===== config.mk =====
export PLATFORM = sky130hd
export DESIGN_NAME = inport_ctrl_flat
export DESIGN_NICKNAME = d
export VERILOG_FILES = /design/src/rtl/inport_ctrl_if.sv /design/src/rtl/inport_ctrl.sv /design/src/flat_wrapper.sv
export SDC_FILE = /design/constraint.sdc
export NUM_CORES = 1
export LEC_CHECK = 0
export CORE_ASPECT_RATIO = 0.8
export CORE_MARGIN = 2
export CORE_UTILIZATION = 60
export CTS_BUF_LIST = sky130_fd_sc_hd__clkbuf_4
export CTS_CLUSTER_DIAMETER = 60
export DETAILED_ROUTE_END_ITERATION = 16
export DONT_BUFFER_PORTS = 1
export PLACE_DENSITY = 0.88
export SYNTH_ARGS = -nofsm -noshare
export SYNTH_HDL_FRONTEND = slang
export SYNTH_SLANG_ARGS = --single-unit

===== constraint.sdc =====
create_clock -name clk -period 3.85 [get_ports clk]
set_input_delay 0.77 -clock clk [delete_from_list [all_inputs] [get_ports clk]]
set_output_delay 0.77 -clock clk [all_outputs]
set_load 0.005 [all_outputs]

===== src/rtl/inport_ctrl_if.sv =====
// Channel-side and CPU-side signal bundle of the input-port controller.
// The controller uses the slave modport; the producer/control side uses master.
interface inport_ctrl_if #(
   parameter int WIDTH    = 32,
   parameter int CHANNELS = 4
);
   localparam int SW = (CHANNELS > 1) ? $clog2(CHANNELS) : 1;

   logic [CHANNELS*WIDTH-1:0] ext_data;
   logic [CHANNELS-1:0]       ext_valid;
   logic [CHANNELS-1:0]       ext_ready;
   logic [SW-1:0]             sel;
   logic                      InPortout;
   logic [WIDTH-1:0]          bus_out;

   modport master (
      output ext_data, ext_valid, sel, InPortout,
      input  ext_ready, bus_out
   );

   modport slave (
      input  ext_data, ext_valid, sel, InPortout,
      output ext_ready, bus_out
   );
endinterface


===== src/rtl/inport_ctrl.sv =====
// Input-port controller: per-channel FIFOs (or legacy single registers) feeding
// the datapath bus mux whenever the control unit strobes an In-instruction.
module inport_ctrl #(
   parameter int WIDTH    = 32,
   parameter int CHANNELS = 4,
   parameter int DEPTH    = 4,
   parameter int LATCH    = 0
) (
   input  logic                clk,
   input  logic                clr,
   inport_ctrl_if.slave        bus,
   output logic [CHANNELS-1:0] avail,
   output logic [CHANNELS-1:0] underflow,
   input  logic                clr_flags,
   input  logic [CHANNELS-1:0] irq_en,
   output logic                irq
);
   localparam int SW = (CHANNELS > 1) ? $clog2(CHANNELS) : 1;
   localparam int PW = (DEPTH > 1) ? $clog2(DEPTH) : 1;
   localparam int CW = $clog2(DEPTH + 1);
   localparam logic [CW-1:0] FULL_C  = CW'(DEPTH);
   localparam logic [CW-1:0] ONE_C   = CW'(1);
   localparam logic [PW-1:0] PSTEP_C = PW'(1);

   logic [WIDTH-1:0]    mem_r       [CHANNELS][DEPTH];
   logic [PW-1:0]       wptr_r      [CHANNELS];
   logic [PW-1:0]       rptr_r      [CHANNELS];
   logic [CW-1:0]       count_r     [CHANNELS];
   logic [CW-1:0]       count_nxt_s [CHANNELS];
   logic [CHANNELS-1:0] underflow_r;
   logic [CHANNELS-1:0] push_s;
   logic [CHANNELS-1:0] pop_s;
   logic [CHANNELS-1:0] under_s;
   logic [CHANNELS-1:0] ready_s;
   logic [CHANNELS-1:0] avail_s;
   logic [WIDTH-1:0]    bus_out_s;
   logic                irq_r;

   // Per-channel request decode and first-word-fall-through read mux
   always_comb begin
      bus_out_s = {WIDTH{1'b0}};
      for (int i = 0; i < CHANNELS; i++) begin
         avail_s[i] = (count_r[i] != {CW{1'b0}});
         ready_s[i] = (LATCH != 0) ? 1'b1 : (count_r[i] != FULL_C);
         push_s[i]  = bus.ext_valid[i] & ready_s[i];
         // sel values outside 0..CHANNELS-1 match no channel and read as empty
         pop_s[i]   = bus.InPortout & (bus.sel == SW'(i)) & avail_s[i];
         under_s[i] = bus.InPortout & (bus.sel == SW'(i)) & ~avail_s[i];
         bus_out_s  = bus_out_s | (pop_s[i] ? mem_r[i][rptr_r[i]] : {WIDTH{1'b0}});
      end
   end

   // Occupancy update; in legacy mode the count only records "written since reset"
   always_comb begin
      for (int i = 0; i < CHANNELS; i++) begin
         count_nxt_s[i] = count_r[i];
         if (LATCH != 0) begin
            count_nxt_s[i] = (push_s[i] | avail_s[i]) ? ONE_C : {CW{1'b0}};
         end else begin
            case ({push_s[i], pop_s[i]})
               2'b10:   count_nxt_s[i] = count_r[i] + ONE_C;
               2'b01:   count_nxt_s[i] = count_r[i] - ONE_C;
               default: count_nxt_s[i] = count_r[i];
            endcase
         end
      end
   end

   // Channel storage, pointers, occupancy and sticky underflow flags
   always_ff @(posedge clk or negedge clr) begin
      if (!clr) begin
         for (int i = 0; i < CHANNELS; i++) begin
            wptr_r[i]  <= {PW{1'b0}};
            rptr_r[i]  <= {PW{1'b0}};
            count_r[i] <= {CW{1'b0}};
            for (int j = 0; j < DEPTH; j++) begin
               mem_r[i][j] <= {WIDTH{1'b0}};
            end
         end
         underflow_r <= {CHANNELS{1'b0}};
      end else begin
         for (int i = 0; i < CHANNELS; i++) begin
            if (push_s[i]) begin
               mem_r[i][wptr_r[i]] <= bus.ext_data[i*WIDTH +: WIDTH];
               if (LATCH == 0) begin
                  wptr_r[i] <= wptr_r[i] + PSTEP_C;
               end
            end
            if (pop_s[i] && (LATCH == 0)) begin
               rptr_r[i] <= rptr_r[i] + PSTEP_C;
            end
            count_r[i] <= count_nxt_s[i];
         end
         // A same-edge underflow event wins over the clear
         underflow_r <= under_s | (underflow_r & ~{CHANNELS{clr_flags}});
      end
   end

   // Data-pending interrupt, one edge behind avail
   always_ff @(posedge clk or negedge clr) begin
      if (!clr) begin
         irq_r <= 1'b0;
      end else begin
         irq_r <= |(avail_s & irq_en);
      end
   end

   assign bus.ext_ready = ready_s;
   assign bus.bus_out   = bus_out_s;
   assign avail         = avail_s;
   assign underflow     = underflow_r;
   assign irq           = irq_r;
endmodule


===== src/flat_wrapper.sv =====
// flat-port wrapper written by rule: the top's interface ports become plain ports
module inport_ctrl_flat 
#(
   parameter int WIDTH    = 32,
   parameter int CHANNELS = 4,
   parameter int DEPTH    = 4,
   parameter int LATCH    = 0
)
  (clk, clr, avail, underflow, clr_flags, irq_en, irq, bus_ext_data, bus_ext_valid, bus_sel, bus_InPortout, bus_ext_ready, bus_bus_out);
  inport_ctrl_if #(.WIDTH(WIDTH), .CHANNELS(CHANNELS)) bus_i ();
  input  logic clk;
  input  logic clr;
  output logic [CHANNELS-1:0] avail;
  output logic [CHANNELS-1:0] underflow;
  input  logic clr_flags;
  input  logic [CHANNELS-1:0] irq_en;
  output logic irq;
  input wire logic [$bits(bus_i.ext_data)-1:0] bus_ext_data;
  input wire logic [$bits(bus_i.ext_valid)-1:0] bus_ext_valid;
  input wire logic [$bits(bus_i.sel)-1:0] bus_sel;
  input wire logic [$bits(bus_i.InPortout)-1:0] bus_InPortout;
  output wire logic [$bits(bus_i.ext_ready)-1:0] bus_ext_ready;
  output wire logic [$bits(bus_i.bus_out)-1:0] bus_bus_out;
  assign bus_i.ext_data = bus_ext_data;
  assign bus_i.ext_valid = bus_ext_valid;
  assign bus_i.sel = bus_sel;
  assign bus_i.InPortout = bus_InPortout;
  assign bus_ext_ready = bus_i.ext_ready;
  assign bus_bus_out = bus_i.bus_out;
  inport_ctrl #(.WIDTH(WIDTH), .CHANNELS(CHANNELS), .DEPTH(DEPTH), .LATCH(LATCH)) u_core (.clk(clk), .clr(clr), .bus(bus_i), .avail(avail), .underflow(underflow), .clr_flags(clr_flags), .irq_en(irq_en), .irq(irq));
endmodule

**Word level (Yosys, flattened, before mapping)**

Cells that the tools add are included.

- Register bits after elaboration: 545
- Bits of input ports: 142
- Output and inout bits: 45
- Word-level logic and storage cells: 154

- Add/subtract/negate cells: 16
- Magnitude comparators: 12
- Equal/unequal tests: 15
- Mux-type cells: 32
- Bitwise gates (word level): 35
- Reductions and logical operators: 14

Operators by type and width:

| cell | count |
|---|---|
| 128-bit bitwise mux | 4 |
| 32-bit 2-to-1 mux | 16 |
| 32-bit binary-select mux with 2-bit select | 4 |
| 32-bit demux with 2-bit select | 4 |
| 32-bit OR | 3 |
| 3-bit greater-or-equal comparator (second input constant) | 8 |
| 2-bit NOT with 3-bit output | 8 |
| 3-bit case mux with 2 select lines | 4 |
| 2-bit by 1-bit adder with 2-bit output (second input constant) | 8 |
| 1-bit AND | 16 |
| 3-bit by 1-bit adder with 3-bit output (second input constant) | 4 |
| 2-bit == test (second input constant) | 6 |
| 3-bit by 1-bit less-than comparator with 1-bit output (second input constant) | 4 |
| 3-bit != test (second input constant) | 4 |
| 3-bit nonzero test | 4 |
| 3-bit by 1-bit subtractor with 3-bit output (second input constant) | 4 |
| 2-bit by 1-bit == test with 1-bit output (second input constant) | 5 |
| 4-bit AND | 2 |
| 2-bit nonzero test | 4 |
| 1-bit logical AND | 4 |
| 1-bit NOT | 4 |
| 4-bit NOT | 1 |
| 4-bit OR | 1 |
| 4-bit OR reduction | 1 |
| 2-bit logical NOT | 1 |

**Longest topological paths before layout**

- Depth in word-level cells: 8
- Gate-level depth with buffers: 9
- Mapped depth without buffers: 8

**Worst setup path after synthesis**

No wires, ideal clock.

- Kind: input -> output
- Start point: input bus_sel[0]
- End point: output bus_bus_out[0]
- Data arrival time: 1.665 ns
- Required time: 3.080 ns
- Setup slack: 1.415 ns
- Cell stages on the path: 5
- Buffers on the path: 2
- Cells stage by stage: and3b_1 -> clkbuf_1 -> clkbuf_1 -> nand3_1 -> nand4_1

- Word-level cells in the longest chain between the ends: 7
- Elaborated cells between the ends (all ways): 19
- Those cells by class: eq/ne (3); mux (4); bitwise (11); reduce/logical (1)

Ends and longest elaborated chain:

| item | line | text |
|---|---|---|
| start, declared | flat_wrapper.sv:20 | `input wire logic [$bits(bus_i.sel)-1:0] bus_sel;` |
| 2-bit by 1-bit == test with 1-bit output or 2-bit logical NOT (tied branches) | inport_ctrl.sv:47 | `pop_s[i] = bus.InPortout & (bus.sel == SW'(i)) & avail_s[i];` |
| 1-bit AND (2 in series) | inport_ctrl.sv:47 |  |
| 32-bit 2-to-1 mux | inport_ctrl.sv:49 | `bus_out_s = bus_out_s \| (pop_s[i] ? mem_r[i][rptr_r[i]] : {WIDTH{1'b0}});` |
| 32-bit OR (2 in series) | inport_ctrl.sv:49 |  |
| 32-bit OR * | inport_ctrl.sv:49 |  |
| end, declared | flat_wrapper.sv:23 | `output wire logic [$bits(bus_i.bus_out)-1:0] bus_bus_out;` |

Every way passes the cells marked *; elsewhere a longest branch is shown, timed or not.

**Worst setup path in the final report**

- Start point: register u_core.rptr_r[4] (netlist bit)
- End point: output bus_bus_out[15]

- Word-level cells in the longest chain between the ends: 8

Ends and longest elaborated chain:

| item | line | text |
|---|---|---|
| start, declared | inport_ctrl.sv:27 | `logic [PW-1:0] rptr_r [CHANNELS];` |
| start signal, assigned by index | inport_ctrl.sv:74 | `rptr_r[i] <= {PW{1'b0}};` |
| start signal, assigned by index | inport_ctrl.sv:90 | `rptr_r[i] <= rptr_r[i] + PSTEP_C;` |
| 2-bit NOT with 3-bit output (not written as such) | inport_ctrl.sv:49 |  |
| 32-bit binary-select mux with 2-bit select | inport_ctrl.sv:49 |  |
| 32-bit 2-to-1 mux (not written as such) (2 in series) | inport_ctrl.sv:49 |  |
| 32-bit 2-to-1 mux | inport_ctrl.sv:49 |  |
| 32-bit OR (3 in series) | inport_ctrl.sv:49 |  |

No other way between the ends. The select of a mux whose other input is x is not followed.

==> results.sh <==
export IMPL_leakagePower_nw=14.1
export IMPL_crit_arrival_ns=2.84
export IMPL_dp_cells=2111
export IMPL_drive_gt1_share_pct=49.9
export IMPL_switching_share_pct=32.5
export IMPL_drt_drc_violations_left=0
export IMPL_cp_required_ns=3.08
export IMPL_synth_top_family_by_area="multiplexers"
export IMPL_layout_common_cells="dfrtp_1, mux2_4, clkbuf_4"
export IMPL_h_tree_depth=4
export IMPL_min_path_type="in -> async"
export IMPL_outcome="finished, violations left"
export IMPL_post_drt_wl_per_cell_um=28.6
export IMPL_routabilityCongestion=0.826
export IMPL_io_buffer_count=0
export IMPL_tightest_slew_ns=2.03
export IMPL_ys_ff_latch=545
export IMPL_cts_sinks=545
export IMPL_peakVddDrop_uv=472
export IMPL_min_period_over_period_pct=93.9
export IMPL_die_w_um=243
export IMPL_cts_tree="done"
export IMPL_fin_skew_ns=0.0391
export IMPL_hold_ws_ns=-0.340
export IMPL_grt_pass1_wl_mm=105
export IMPL_drv_slew=293
export IMPL_critPathMaxFanout=20
export IMPL_p_clk_share_pct=18.0
export IMPL_cts_clk_slew_worst_paths_ns=0.06
export IMPL_synth_area_mux_share_pct=38.3
export IMPL_fin_util_pct=65.0
export IMPL_final_common_cell="dfrtp_1"
export IMPL_rsz0062_at_grt="no"
export IMPL_finalNonFillerCells=2421
export IMPL_synth_cell_types=32
export IMPL_insertion_delay_ns=0.86
export IMPL_synthXorXnorAreaFrac_pct=0.765
export IMPL_fp_dieH_um=195
export IMPL_period_minus_slack_ns=3.61
export IMPL_critPathCaptureType="output pin"
export IMPL_syn_area_per_cell_sq_um=17.2
export IMPL_drtPass1Iterations=5
export IMPL_dieArea_sq_mm=0.0475
export IMPL_setup_violations=0
export IMPL_grt_max_degree=546
export IMPL_area_growth_syn_to_layout_pct=7.61
export IMPL_worstSetupPathType="reg -> out"
export IMPL_initial_core_util_pct=60.4
export IMPL_final_antenna_net_count=0
export IMPL_p_int_mw=18.6
export IMPL_grt_overflow_total=0
export IMPL_cts_root_buf="clkbuf_4"
export IMPL_final_setup_tns_ns=0
export IMPL_yosysSeqAreaShare_pct=49.6
export IMPL_nets=1877
export IMPL_powerDensity_mw_per_mm2=933
export IMPL_cts_buffers=140
export IMPL_dpl_hpwl_mm=43.2
export IMPL_synth_cells=1596
export IMPL_pwr_share_comb_pct=43.2
export IMPL_power_switching_mw=8.97
export IMPL_drv_cap=0
export IMPL_max_freq_ghz=0.277
export IMPL_synth_compound_gate_area_share_pct=0.159
export IMPL_nFillCells=2978
export IMPL_relSlewSlack_pct=-35.3
export IMPL_cp_start_kind="flip-flop"
export IMPL_core_area_sq_mm=0.0455
export IMPL_synth_nets=1762
export IMPL_grt_pass1_vias=16182
export IMPL_cts_resized=0
export IMPL_dr_total_vias=15292
export IMPL_yosys_warnings=0
export IMPL_viasPerCell=6.32
export IMPL_drt_iter0_markers=1605
export IMPL_rows=70
export IMPL_syn_area_sq_mm=0.0275
export IMPL_yosys_area_share_simple_pct=4.77
export IMPL_failed_checks="negative hold slack, max-slew violations"
export IMPL_seqPwrFrac_pct=38.7
export IMPL_hold_violations=298
export IMPL_ioPinCount=187
export IMPL_antenna_found_initial=7
export IMPL_wl_mm=69.3
export IMPL_track_usage_pct=29.4
export IMPL_synth_fa_ha_area_share_pct=1.20
export IMPL_cts_max_path_buffers=3
## final timing paths
path | startpoint | to | slack (ns) | cells past startpoint
max in group asynchronous | clr | u_core.rptr_r[0] | 2.54 | 0
max | u_core.rptr_r[4] | bus_bus_out[15] | 0.24 | 4
min in group clk | bus_ext_data[34] | u_core.mem_r[322] | 0.05 | 1
min reg2reg | u_core.count_r[11] | u_core.count_r[11] | 0.48 | 1
max reg2reg | u_core.count_r[0] | u_core.count_r[2] | 1.11 | 8
min | clr | u_core.mem_r[427] | -0.34 | 0
## synth_stat cells
library cell | n | share of area, %
and2_1 | 4 | 0.091
buf_6 | 4 | 0.16
nand3_1 | 132 | 2.4
or3_1 | 1 | 0.023
mux2i_1 | 3 | 0.11
mux2_4 | 480 | 26
a22oi_1 | 2 | 0.055
nand4_1 | 32 | 0.73
buf_2 | 21 | 0.38
inv_1 | 27 | 0.37
or3b_1 | 4 | 0.13
nand2b_1 | 1 | 0.023
o21ai_0 | 2 | 0.036
dfrtp_1 | 545 | 50
buf_12 | 48 | 3.5
nand3_4 | 16 | 1.0
o22ai_1 | 3 | 0.068
mux2_2 | 36 | 1.5
fa_1 | 4 | 0.29
and3b_1 | 2 | 0.064
mux4_2 | 128 | 10
or3_2 | 3 | 0.082
buf_4 | 12 | 0.33
nor2_1 | 4 | 0.055
ha_1 | 20 | 0.91
clkbuf_1 | 27 | 0.37
xor2_1 | 12 | 0.38
and3_1 | 1 | 0.023
nand2_1 | 6 | 0.082
nor3b_2 | 1 | 0.046
xnor2_1 | 12 | 0.38
buf_1 | 3 | 0.041
## sequential cells by signal, indices dropped and copies added, names as in the netlist
| register | flops |
|---|---|
| u_core.rptr_r | 8 |
| u_core.mem_r | 512 |
| u_core.count_r | 12 |
| u_core.underflow | 4 |
| u_core.wptr_r | 8 |
| u_core.irq | 1 |
## layer usage
metal	GRT usage, %	up-vias	part of all wire, %
met1	40.3	8178	41
met5	0	-	0.014
met4	11.3	2	3.5
met3	11.3	150	9.6
met2	42.7	746	46
li1	-	6216	-
## through the flow
stage	total power, mW	area [sq um]	hold WS [ns]	setup WS (ns)
detailed placement	22.3	27100	0.468	1.02
finish	27.6	29600	-0.340	0.236
floorplan	20.0	27500	0.446	1.42
CTS	27.4	29000	-0.427	0.172
global placement	21.8	27100	0.460	1.08
global route	28.8	29600	-0.430	0.0477
## timing repair
action                                 in CTS  in global routing
hold buffers                               19                 51
endpoints found under the hold margin     580                642
buffers inserted                            0                  0
## power groups by stage
stage / Combinational (mW) / Sequential (mW) / Clock, mW
floorplan: 10.2 / 9.78 / 0
global placement: 11.4 / 10.4 / 0
detailed placement: 11.7 / 10.6 / 0
CTS: 11.8 / 10.6 / 5.02
global route: 12.4 / 11.0 / 5.40
finish: 11.9 / 10.7 / 4.98
## critical path, cell delays in order, from the launching register on
cell,delay [ns]
dfrtp_2,0.71
buf_12,0.27
mux4_2,0.55
nand3_1,0.17
nand4_1,0.28
## cells by family after synthesis
kind of cell / count (synthesis)
buf+inv: 142
fa+ha+maj: 24
xor+xnor: 24
simple gates: 207
compound gates: 7
flops: 545
mux: 647
## area by class of cell
cell class                      count  area (sq um)  area share [%]
Clock inverter                     34           213           0.719
Tap cell                          612           766            2.59
Inverter                           27           101           0.343
Timing Repair Buffer               88           898            3.04
Sequential cell                   545         13600            46.1
Multi-Input combinational cell    909         12400            42.0
Clock buffer                      200          1500            5.08
Antenna cell                        6          15.0          0.0508
No activity file was read; power rests on OpenSTA's default activity.
